`config.mk`:
```
export PLATFORM = sky130hd
export DESIGN_NAME = daq_event_framer
export DESIGN_NICKNAME = d
export VERILOG_FILES = /design/src/rtl/daq_event_framer_pkg.sv /design/src/rtl/daq_event_framer.sv
export SDC_FILE = /design/constraint.sdc
export NUM_CORES = 1
export LEC_CHECK = 0
export BUFFER_PORTS_ARGS = -buffer_cell sky130_fd_sc_hd__buf_4
export CAP_MARGIN = 20
export CORE_MARGIN = 10
export CORE_UTILIZATION = 49
export DETAILED_ROUTE_END_ITERATION = 8
export PLACE_DENSITY = 0.77
export SETUP_SLACK_MARGIN = 0.05
export SLEW_MARGIN = 20
export SYNTH_ARGS = -nofsm -noshare
export SYNTH_HDL_FRONTEND = slang
export SYNTH_SLANG_ARGS = --single-unit
```
`constraint.sdc`:
```
create_clock -name dma_clk -period 4.8 [get_ports dma_clk]
set_input_delay 0.48 -clock dma_clk [delete_from_list [all_inputs] [get_ports dma_clk]]
set_output_delay 0.48 -clock dma_clk [all_outputs]
set_load 0.05 [all_outputs]
```
`src/rtl/daq_event_framer_pkg.sv`:
```
// Shared DAQ framing definitions: FSM states, field widths, version and magic defaults.
// Also holds the payload checksum fold used by the framer.
package daq_event_framer_pkg;

    typedef enum logic [1:0] {
        ST_IDLE    = 2'd0,
        ST_PAYLOAD = 2'd1,
        ST_TRAILER = 2'd2
    } daq_state_e;

    localparam int DATA_W      = 64;
    localparam int HDR_MAGIC_W = 16;
    localparam int TRL_MAGIC_W = 8;
    localparam int FPGA_ID_W   = 8;
    localparam int VERSION_W   = 8;
    localparam int EVT_CNT_W   = 32;
    localparam int CSUM_W      = 32;
    localparam int WCNT_W      = 16;

    localparam logic [VERSION_W-1:0]   DAQ_VERSION       = 8'h01;
    localparam logic [HDR_MAGIC_W-1:0] DEF_HDR_MAGIC     = 16'hA55A;
    localparam logic [TRL_MAGIC_W-1:0] DEF_TRL_MAGIC     = 8'hE0;

    function automatic logic [CSUM_W-1:0] fold_xor(input logic [DATA_W-1:0] d);
        return d[63:32] ^ d[31:0];
    endfunction

endpackage

```
`src/rtl/daq_event_framer.sv`:
```
// Wraps each upstream DMA event in a header word and a trailer word carrying
// word count, overflow flag and XOR checksum, through a single output register.
module daq_event_framer
    import daq_event_framer_pkg::*;
#(
    parameter logic [HDR_MAGIC_W-1:0] HDR_MAGIC = DEF_HDR_MAGIC,
    parameter logic [TRL_MAGIC_W-1:0] TRL_MAGIC = DEF_TRL_MAGIC
) (
    input  logic                 dma_clk,
    input  logic                 reset,
    input  logic                 enable,
    input  logic [FPGA_ID_W-1:0] fpga_id,
    input  logic                 s_valid,
    input  logic [DATA_W-1:0]    s_data,
    input  logic                 s_last,
    output logic                 s_ready,
    output logic                 m_valid,
    output logic [DATA_W-1:0]    m_data,
    output logic                 m_last,
    input  logic                 m_ready,
    output logic [EVT_CNT_W-1:0] event_count,
    output logic                 busy,
    output logic [1:0]           state_dbg
);

    // Handshake: a word moves on any edge where valid && ready are both high.
    // The sender keeps valid/data/last stable until that edge; ready may depend
    // combinationally on the receiver's state and on m_ready.

    daq_state_e            state_q;
    logic                  m_valid_q;
    logic [DATA_W-1:0]     m_data_q;
    logic                  m_last_q;
    logic [EVT_CNT_W-1:0]  event_count_q;
    logic [CSUM_W-1:0]     checksum_q;
    logic [WCNT_W-1:0]     word_count_q;
    logic                  overflow_q;

    logic                  out_free;
    logic                  s_accept;
    logic [CSUM_W-1:0]     checksum_d;
    logic [WCNT_W-1:0]     word_count_d;
    logic                  word_sat;
    logic [DATA_W-1:0]     header_d;
    logic [DATA_W-1:0]     trailer_d;

    assign out_free     = !m_valid_q || m_ready;
    assign s_ready      = (state_q == ST_PAYLOAD) && out_free;
    assign s_accept     = s_valid && s_ready;
    assign checksum_d   = checksum_q ^ fold_xor(s_data);
    assign word_sat     = (word_count_q == {WCNT_W{1'b1}});
    assign word_count_d = word_sat ? word_count_q : word_count_q + 16'd1;
    assign header_d     = {HDR_MAGIC, fpga_id, DAQ_VERSION, event_count_q};
    assign trailer_d    = {TRL_MAGIC, 7'h0, overflow_q, word_count_q, checksum_q};

    always_ff @(posedge dma_clk or posedge reset) begin
        if (reset) begin
            state_q       <= ST_IDLE;
            m_valid_q     <= 1'b0;
            m_data_q      <= '0;
            m_last_q      <= 1'b0;
            event_count_q <= '0;
            checksum_q    <= '0;
            word_count_q  <= '0;
            overflow_q    <= 1'b0;
        end else begin
            // A transferred word retires unless a new load below replaces it.
            if (m_valid_q && m_ready) begin
                m_valid_q <= 1'b0;
            end
            case (state_q)
                ST_IDLE: begin
                    if (enable && s_valid && out_free) begin
                        m_valid_q    <= 1'b1;
                        m_data_q     <= header_d;
                        m_last_q     <= 1'b0;
                        checksum_q   <= '0;
                        word_count_q <= '0;
                        overflow_q   <= 1'b0;
                        state_q      <= ST_PAYLOAD;
                    end
                end
                ST_PAYLOAD: begin
                    if (s_accept) begin
                        m_valid_q    <= 1'b1;
                        m_data_q     <= s_data;
                        m_last_q     <= 1'b0;
                        checksum_q   <= checksum_d;
                        word_count_q <= word_count_d;
                        if (word_sat) begin
                            overflow_q <= 1'b1;
                        end
                        if (s_last) begin
                            state_q <= ST_TRAILER;
                        end
                    end
                end
                ST_TRAILER: begin
                    if (out_free) begin
                        m_valid_q     <= 1'b1;
                        m_data_q      <= trailer_d;
                        m_last_q      <= 1'b1;
                        event_count_q <= event_count_q + 32'd1;
                        state_q       <= ST_IDLE;
                    end
                end
                default: state_q <= ST_IDLE;
            endcase
        end
    end

    assign m_valid     = m_valid_q;
    assign m_data      = m_data_q;
    assign m_last      = m_last_q;
    assign event_count = event_count_q;
    assign busy        = (state_q != ST_IDLE);
    assign state_dbg   = state_q;

endmodule

```
# [After elaboration in Yosys (flattened, before gate mapping)]
# Cells that the tools add are included.
[totals] regBits=149 latch_bits=0 mem_bits_rw=0 romBits=0 in_bits=78 out_inout_bits=102 mem_count=0
[op_classes] addsub=2 multipliers=0 n_div=0 n_lt_le_gt_ge=0 n_eq_ne=9 shifts=0 n_mux=28 bitwise=2 n_reduce_logical=17
[ops] op="$mux W64" count=3
[ops] op="$pmux W64 S3" count=1
[ops] op="$mux W32" count=2
[ops] op="$pmux W32 S2" count=1
[ops] op="$xor A32 B32 Y32" count=2
[ops] op="$mux W16" count=3
[ops] op="$add A32 B1 Y32 const B" count=1
[ops] op="$pmux W16 S2" count=1
[ops] op="$add A16 B1 Y16 const B" count=1
[ops] op="$eq A16 B16 Y1 const B" count=1
[ops] op="$reduce_and A4 Y1" count=4
[ops] op="$ne A2 B2 Y1 const B" count=6
[ops] op="$mux W1" count=9
[ops] op="$mux W2" count=4
[ops] op="$pmux W1 S3" count=2
[ops] op="$pmux W2 S3" count=1
[ops] op="$logic_and A1 B1 Y1" count=5
[ops] op="$reduce_bool A2 Y1" count=2
[ops] op="$reduce_and A3 Y1" count=1
[ops] op="$reduce_bool A3 Y1" count=1
[ops] op="$eq A2 B1 Y1 const B" count=1
[ops] op="$eq A2 B2 Y1 const B" count=1
[ops] op="$logic_not A2 Y1" count=1
[ops] op="$pmux W1 S2" count=1
[ops] op="3 further kinds" count=3

# [Logic depth before layout (Yosys ltp)]
[depth] depth_word=6 mapped_depth=8 ltp_nobuf=7

# [Least setup slack after synthesis]
# Ideal clock, no wire load.
[synth_path] path_type="flip-flop to flip-flop" start="register state_q[1] (netlist: state_dbg[1])" end="register word_count_q[5]" arrival_ns=2.818 setup_slack_ns=1.887 stages_incl_launch_ff=9 period_less_slack_ns=2.913 cell_sequence="dfrtp_1 -> inv_1 -> ha_1 -> buf_2 -> inv_1 -> nor2_1 -> o211ai_1 -> nand2b_1 -> o31ai_1"
[synth_via] elab_chain_len=5 word_cells_on_any_way=10
[synth_rtl] item="from (decl)" line="daq_event_framer.sv:30" rtl="daq_state_e state_q;"
[synth_rtl] item="from (signal assigned)" line="daq_event_framer.sv:58" rtl="state_q <= ST_IDLE;"
[synth_rtl] item="from (signal assigned)" line="daq_event_framer.sv:80" rtl="state_q <= ST_PAYLOAD;"
[synth_rtl] item="from (signal assigned)" line="daq_event_framer.sv:94" rtl="state_q <= ST_TRAILER;"
[synth_rtl] item="$eq A2 B1 Y1" line="daq_event_framer.sv:48" rtl="assign s_ready = (state_q == ST_PAYLOAD) && out_free;"
[synth_rtl] item="$logic_and A1 B1 Y1" line="daq_event_framer.sv:48"
[synth_rtl] item="net s_ready" line="daq_event_framer.sv:16" rtl="output logic s_ready,"
[synth_rtl] item="$logic_and A1 B1 Y1" line="daq_event_framer.sv:49" rtl="assign s_accept = s_valid && s_ready;"
[synth_rtl] item="$ne A2 B2 Y1 (no source line)"
[synth_rtl] item="$reduce_and A4 Y1 (no source line)"
[synth_rtl] item="to (signal assigned)" line="daq_event_framer.sv:89" rtl="word_count_q <= word_count_d;"
[synth_rtl] item="to (decl)" line="daq_event_framer.sv:36" rtl="logic [WCNT_W-1:0] word_count_q;"
# The timed path passes the listed nets, and every way through them passes these cells.
# A chain may end at the register's enable or synchronous reset.

# [Final worst setup path]
[layout_path] start="register state_q[0] (netlist: state_dbg[0])" end="register event_count_q[17] (netlist: event_count[17])"
[layout_via] elab_chain_len=2
[layout_rtl] item="$eq A2 B2 Y1" line="daq_event_framer.sv:71" rtl="case (state_q)"
[layout_rtl] item="$reduce_and A2 Y1 (no source line)"
[layout_rtl] item="to (signal assigned)" line="daq_event_framer.sv:103" rtl="event_count_q <= event_count_q + 32'd1;"
[layout_rtl] item="to (decl)" line="daq_event_framer.sv:34" rtl="logic [EVT_CNT_W-1:0] event_count_q;"
# No other way between the ends.

==> flow_summary.toml <==
[final_layout]
register_area_mm2 = 0.00373
antennaDiodeCount = 0
fin_cells = 1127
multiInputGateArea_mm2 = 0.00364
final_instance_area_mm2 = 0.00968
layout-drive-gt1-share_pct = 24.6
areaGrowthSynthToFinish_pct = 26.9
num-nets-final = 1012
fillcell_total = 1258

[route]
wl_met3_mm = 1.86
vias_per_cell = 5.79
topRoutingLayerUsed = "met4"
routedLengthMet1_mm = 9.89
wire_per_inst_um = 19.9
postRouteAntennaNets = 0
totalWireLength_mm = 22.4
initialDrtViolationCount = 465
drt_drc_violations_left = 0
met2_routed_wl_mm = 10.3
via_count = 6527
first_pass_detailed_route_iteration_total = 4

[die]
ios = 180
floorplan.initialDensity_pct = 50.2
chipHeight_um = 145
floorplan.core_area_mm2 = 0.0152
die_area_mm2 = 0.0210
die-width_um = 145
fp-row-count = 45

[synth]
postSynthNetCount = 859
synth_enable_flop_cells = 0
ys.warnings.count = 0
synth_adder_area_share_pct = 1.31
largest_family_of_logic_cells_by_synthesized_area = "compound AO/OA/AOI/OAI gates"
synth.mux.area_fraction_pct = 6.35
synth-main-ff-cell = "sky130_fd_sc_hd__dfrtp_1"
synth-async-reset-ratio_pct = 100
synthCells = 773
synth_simple_gate_area_share_pct = 14.1
yosysUniqueCellTypes = 45
post_synth_xor_area_fraction_pct = 7.47
synth_compound_gate_area_share_pct = 18.3
synth_area_per_cell_um2 = 9.86
synthesis.area_mm2 = 0.00762
part_of_the_yosys_area_used_for_sequential_elements_pct = 48.9
synth-seq-cells = 149

[clocking]
post_cts_resized = 0
clockRootBuffer = "sky130_fd_sc_hd__clkbuf_16"
ctsHoldBuffers = 0
insertion_delay_ns = 0.43
cts_max_path_buffers = 2
cts_htree_levels = 4
clk_transition_reported_paths_ns = 0.06
cts_made_buffers = 17
postCtsSetupRepairBufs = 0
cts.sinks = 149
tritoncts = "yes"

[placed_design]
placed_area_mm2 = 0.00909
placement.setup.worst_slack_ns = 2.09
total_placed_cells_including_tap_cells = 1095
io_buffer_count = 179
dpl.hpwl_mm = 16.2
place.gp.congestion = 0.849

[timing]
setup-violations-final = 0
max_transition_margin_pct = 40.1
fmax_ghz = 0.363
postLayoutSetupSlackWorst_ns = 2.04
fin_worst_skew_ns = 0.00844
finalHoldViolCount = 0
slew_at_the_pin_closest_to_its_max_slew_limit_ns = 0.899
ratio_of_final_minimum_period_to_clock_period_pct = 57.4
rsz0062_at_grt = "no"
setup_tns_ns = 0
report.final.slew_viol_count = 0
final_period_minus_worst_setup_slack_ns = 2.76

[power]
ir_drop_mv = 0.593
static-leakage-power_nw = 4.35
power-per-cell-area_mw_per_mm2 = 709

[min_path]
worst_hold_path_type = "input pin to asynchronous set/reset pin"

[critical_path]
critPathCaptureType = "register"
critical_path_peak_fanout = 37
timing.critical_path.arrival_ns = 3.07
timing_worst_setup_path_type = "register to register"
setup_crit_start_kind = "register"
worst_ep_required_time_ns = 5.11

[job]
maxCapViolations = 0

[outcome]
outcome = "complete, no violations"

[global_route]
globalRouteTotalUtil_pct = 21.3
maximum_number_of_pins_on_one_net_before_global_route_repair = 78
grt_remaining_overflow = 0
first_global_vias = 6364
grt_first_pass_wirelength_mm = 34.9
antenna_found_initial = 0
-- stage by stage --
stage / power, mW / hold slack [ns] / util (%)
after global routing: 7.30 / 0.195 / 63.7
after CTS: 6.91 / 0.177 / 63.7
after global placement: 5.50 / 0.463 / 59.8
after floorplan: 4.52 / 0.446 / -
after detailed placement: 5.57 / 0.462 / 59.8
final: 6.87 / 0.135 / 63.7
-- synth_stat cells, types with 2 or more instances --
| master | n | area, um2 |
|---|---|---|
| sky130_fd_sc_hd__mux2_2 | 2 | 22.5 |
| sky130_fd_sc_hd__a22oi_1 | 49 | 368 |
| sky130_fd_sc_hd__and2_1 | 34 | 213 |
| sky130_fd_sc_hd__dfrtp_1 | 149 | 3730 |
| sky130_fd_sc_hd__a21o_1 | 3 | 22.5 |
| sky130_fd_sc_hd__nor3_1 | 5 | 25.0 |
| sky130_fd_sc_hd__buf_1 | 5 | 18.8 |
| sky130_fd_sc_hd__clkbuf_1 | 39 | 146 |
| sky130_fd_sc_hd__ha_1 | 8 | 100 |
| sky130_fd_sc_hd__nand2_1 | 30 | 113 |
| sky130_fd_sc_hd__and4_1 | 6 | 52.6 |
| sky130_fd_sc_hd__o21ai_0 | 44 | 220 |
| sky130_fd_sc_hd__o21ai_1 | 10 | 50.1 |
| sky130_fd_sc_hd__nand2b_1 | 3 | 18.8 |
| sky130_fd_sc_hd__nor2b_1 | 2 | 12.5 |
| sky130_fd_sc_hd__nand4_1 | 15 | 93.8 |
| sky130_fd_sc_hd__nor2_1 | 81 | 304 |
| sky130_fd_sc_hd__o31ai_1 | 37 | 278 |
| sky130_fd_sc_hd__mux2_1 | 41 | 462 |
| sky130_fd_sc_hd__buf_2 | 10 | 50.1 |
| sky130_fd_sc_hd__nor4_1 | 4 | 25.0 |
| sky130_fd_sc_hd__xor2_1 | 8 | 70.1 |
| sky130_fd_sc_hd__a31oi_1 | 6 | 37.5 |
| sky130_fd_sc_hd__inv_1 | 15 | 56.3 |
| sky130_fd_sc_hd__nand3_1 | 22 | 110 |
| sky130_fd_sc_hd__and3_1 | 2 | 12.5 |
| sky130_fd_sc_hd__xnor2_1 | 57 | 499 |
| sky130_fd_sc_hd__a21oi_1 | 69 | 345 |
-- final timing paths --
kind	depth (start not counted)	start	slack [ns]	to
setup / recovery	7	state_dbg[0]	2.04	event_count[17]
hold / removal	2	reset	0.13	m_data[50]
setup reg to reg	7	state_dbg[0]	2.04	event_count[17]
hold reg to reg	1	checksum_q[5]	0.48	checksum_q[5]
max in group asynchronous	3	reset	3.61	checksum_q[4]
min in group dma_clk	3	s_data[60]	0.32	m_data[60]
-- logic make-up (layout without fill, tap and decap cells) --
logic type,Yosys count,count (layout)
muxes,43,43
AOI/OAI and AO/OA,226,226
xor gates and xnor gates,65,65
adders and majority gates,8,8
buffers and inverters,69,235
DFF,149,149
and+or+nand+nor,213,213
-- layout make-up --
cell class	instances	share of cell area [%]
clock buffers	20	4.72
clock inverters	12	1.34
multi-input cells	555	37.6
inverters	15	0.633
flip-flops and latches	149	38.5
repair buffers	188	14.7
well taps	188	2.43
-- registers in the layout, indices dropped and copies added, names as in the netlist --
register / cells
overflow_q: 1
m_data: 64
event_count: 32
state_dbg: 2
m_valid: 1
checksum_q: 32
word_count_q: 16
m_last: 1
-- report_power, final --
group          switching, mW  leakage, nW  internal, mW
Clock                  0.547        0.274         0.791
Sequential             0.268         1.92          1.67
Combinational           2.40         2.16          1.19
-- layer usage --
| layer | track usage [%] | vias up |
|---|---|---|
| met2 | 32.1 | 219 |
| met4 | 6.97 | 0 |
| met1 | 28.4 | 3204 |
| met3 | 6.65 | 29 |
| li1 | - | 3075 |
| met5 | 0 | - |
-- cell usage in the layout, fill, tap and decap left out, drive strengths merged, types with 2 or more instances in the layout --
cell type / instances
buf: 188
a21o: 3
nor3: 6
o31ai: 37
nand2b: 3
nand3: 22
mux2: 43
and2: 35
clkinvlp: 5
a21oi: 69
and4: 6
nor4: 5
xor2: 8
clkbuf: 20
nor2b: 2
nor2: 81
nand2: 30
inv: 15
xnor2: 57
and3: 2
bufinv: 2
clkinv: 5
a31oi: 6
dfrtp: 149
nand4: 16
a22oi: 49
o21ai: 54
ha: 8
-- worst max-delay path, stage by stage, from the launching register on --
cell and delay [ns]:
sky130_fd_sc_hd__dfrtp_1 0.43, sky130_fd_sc_hd__inv_1 0.14, sky130_fd_sc_hd__ha_2 0.42, sky130_fd_sc_hd__buf_4 0.45, sky130_fd_sc_hd__nand3_1 0.41, sky130_fd_sc_hd__nor4_1 0.47, sky130_fd_sc_hd__nand4_1 0.16, sky130_fd_sc_hd__xnor2_1 0.15
No activity file was read; power rests on OpenSTA's default activity.
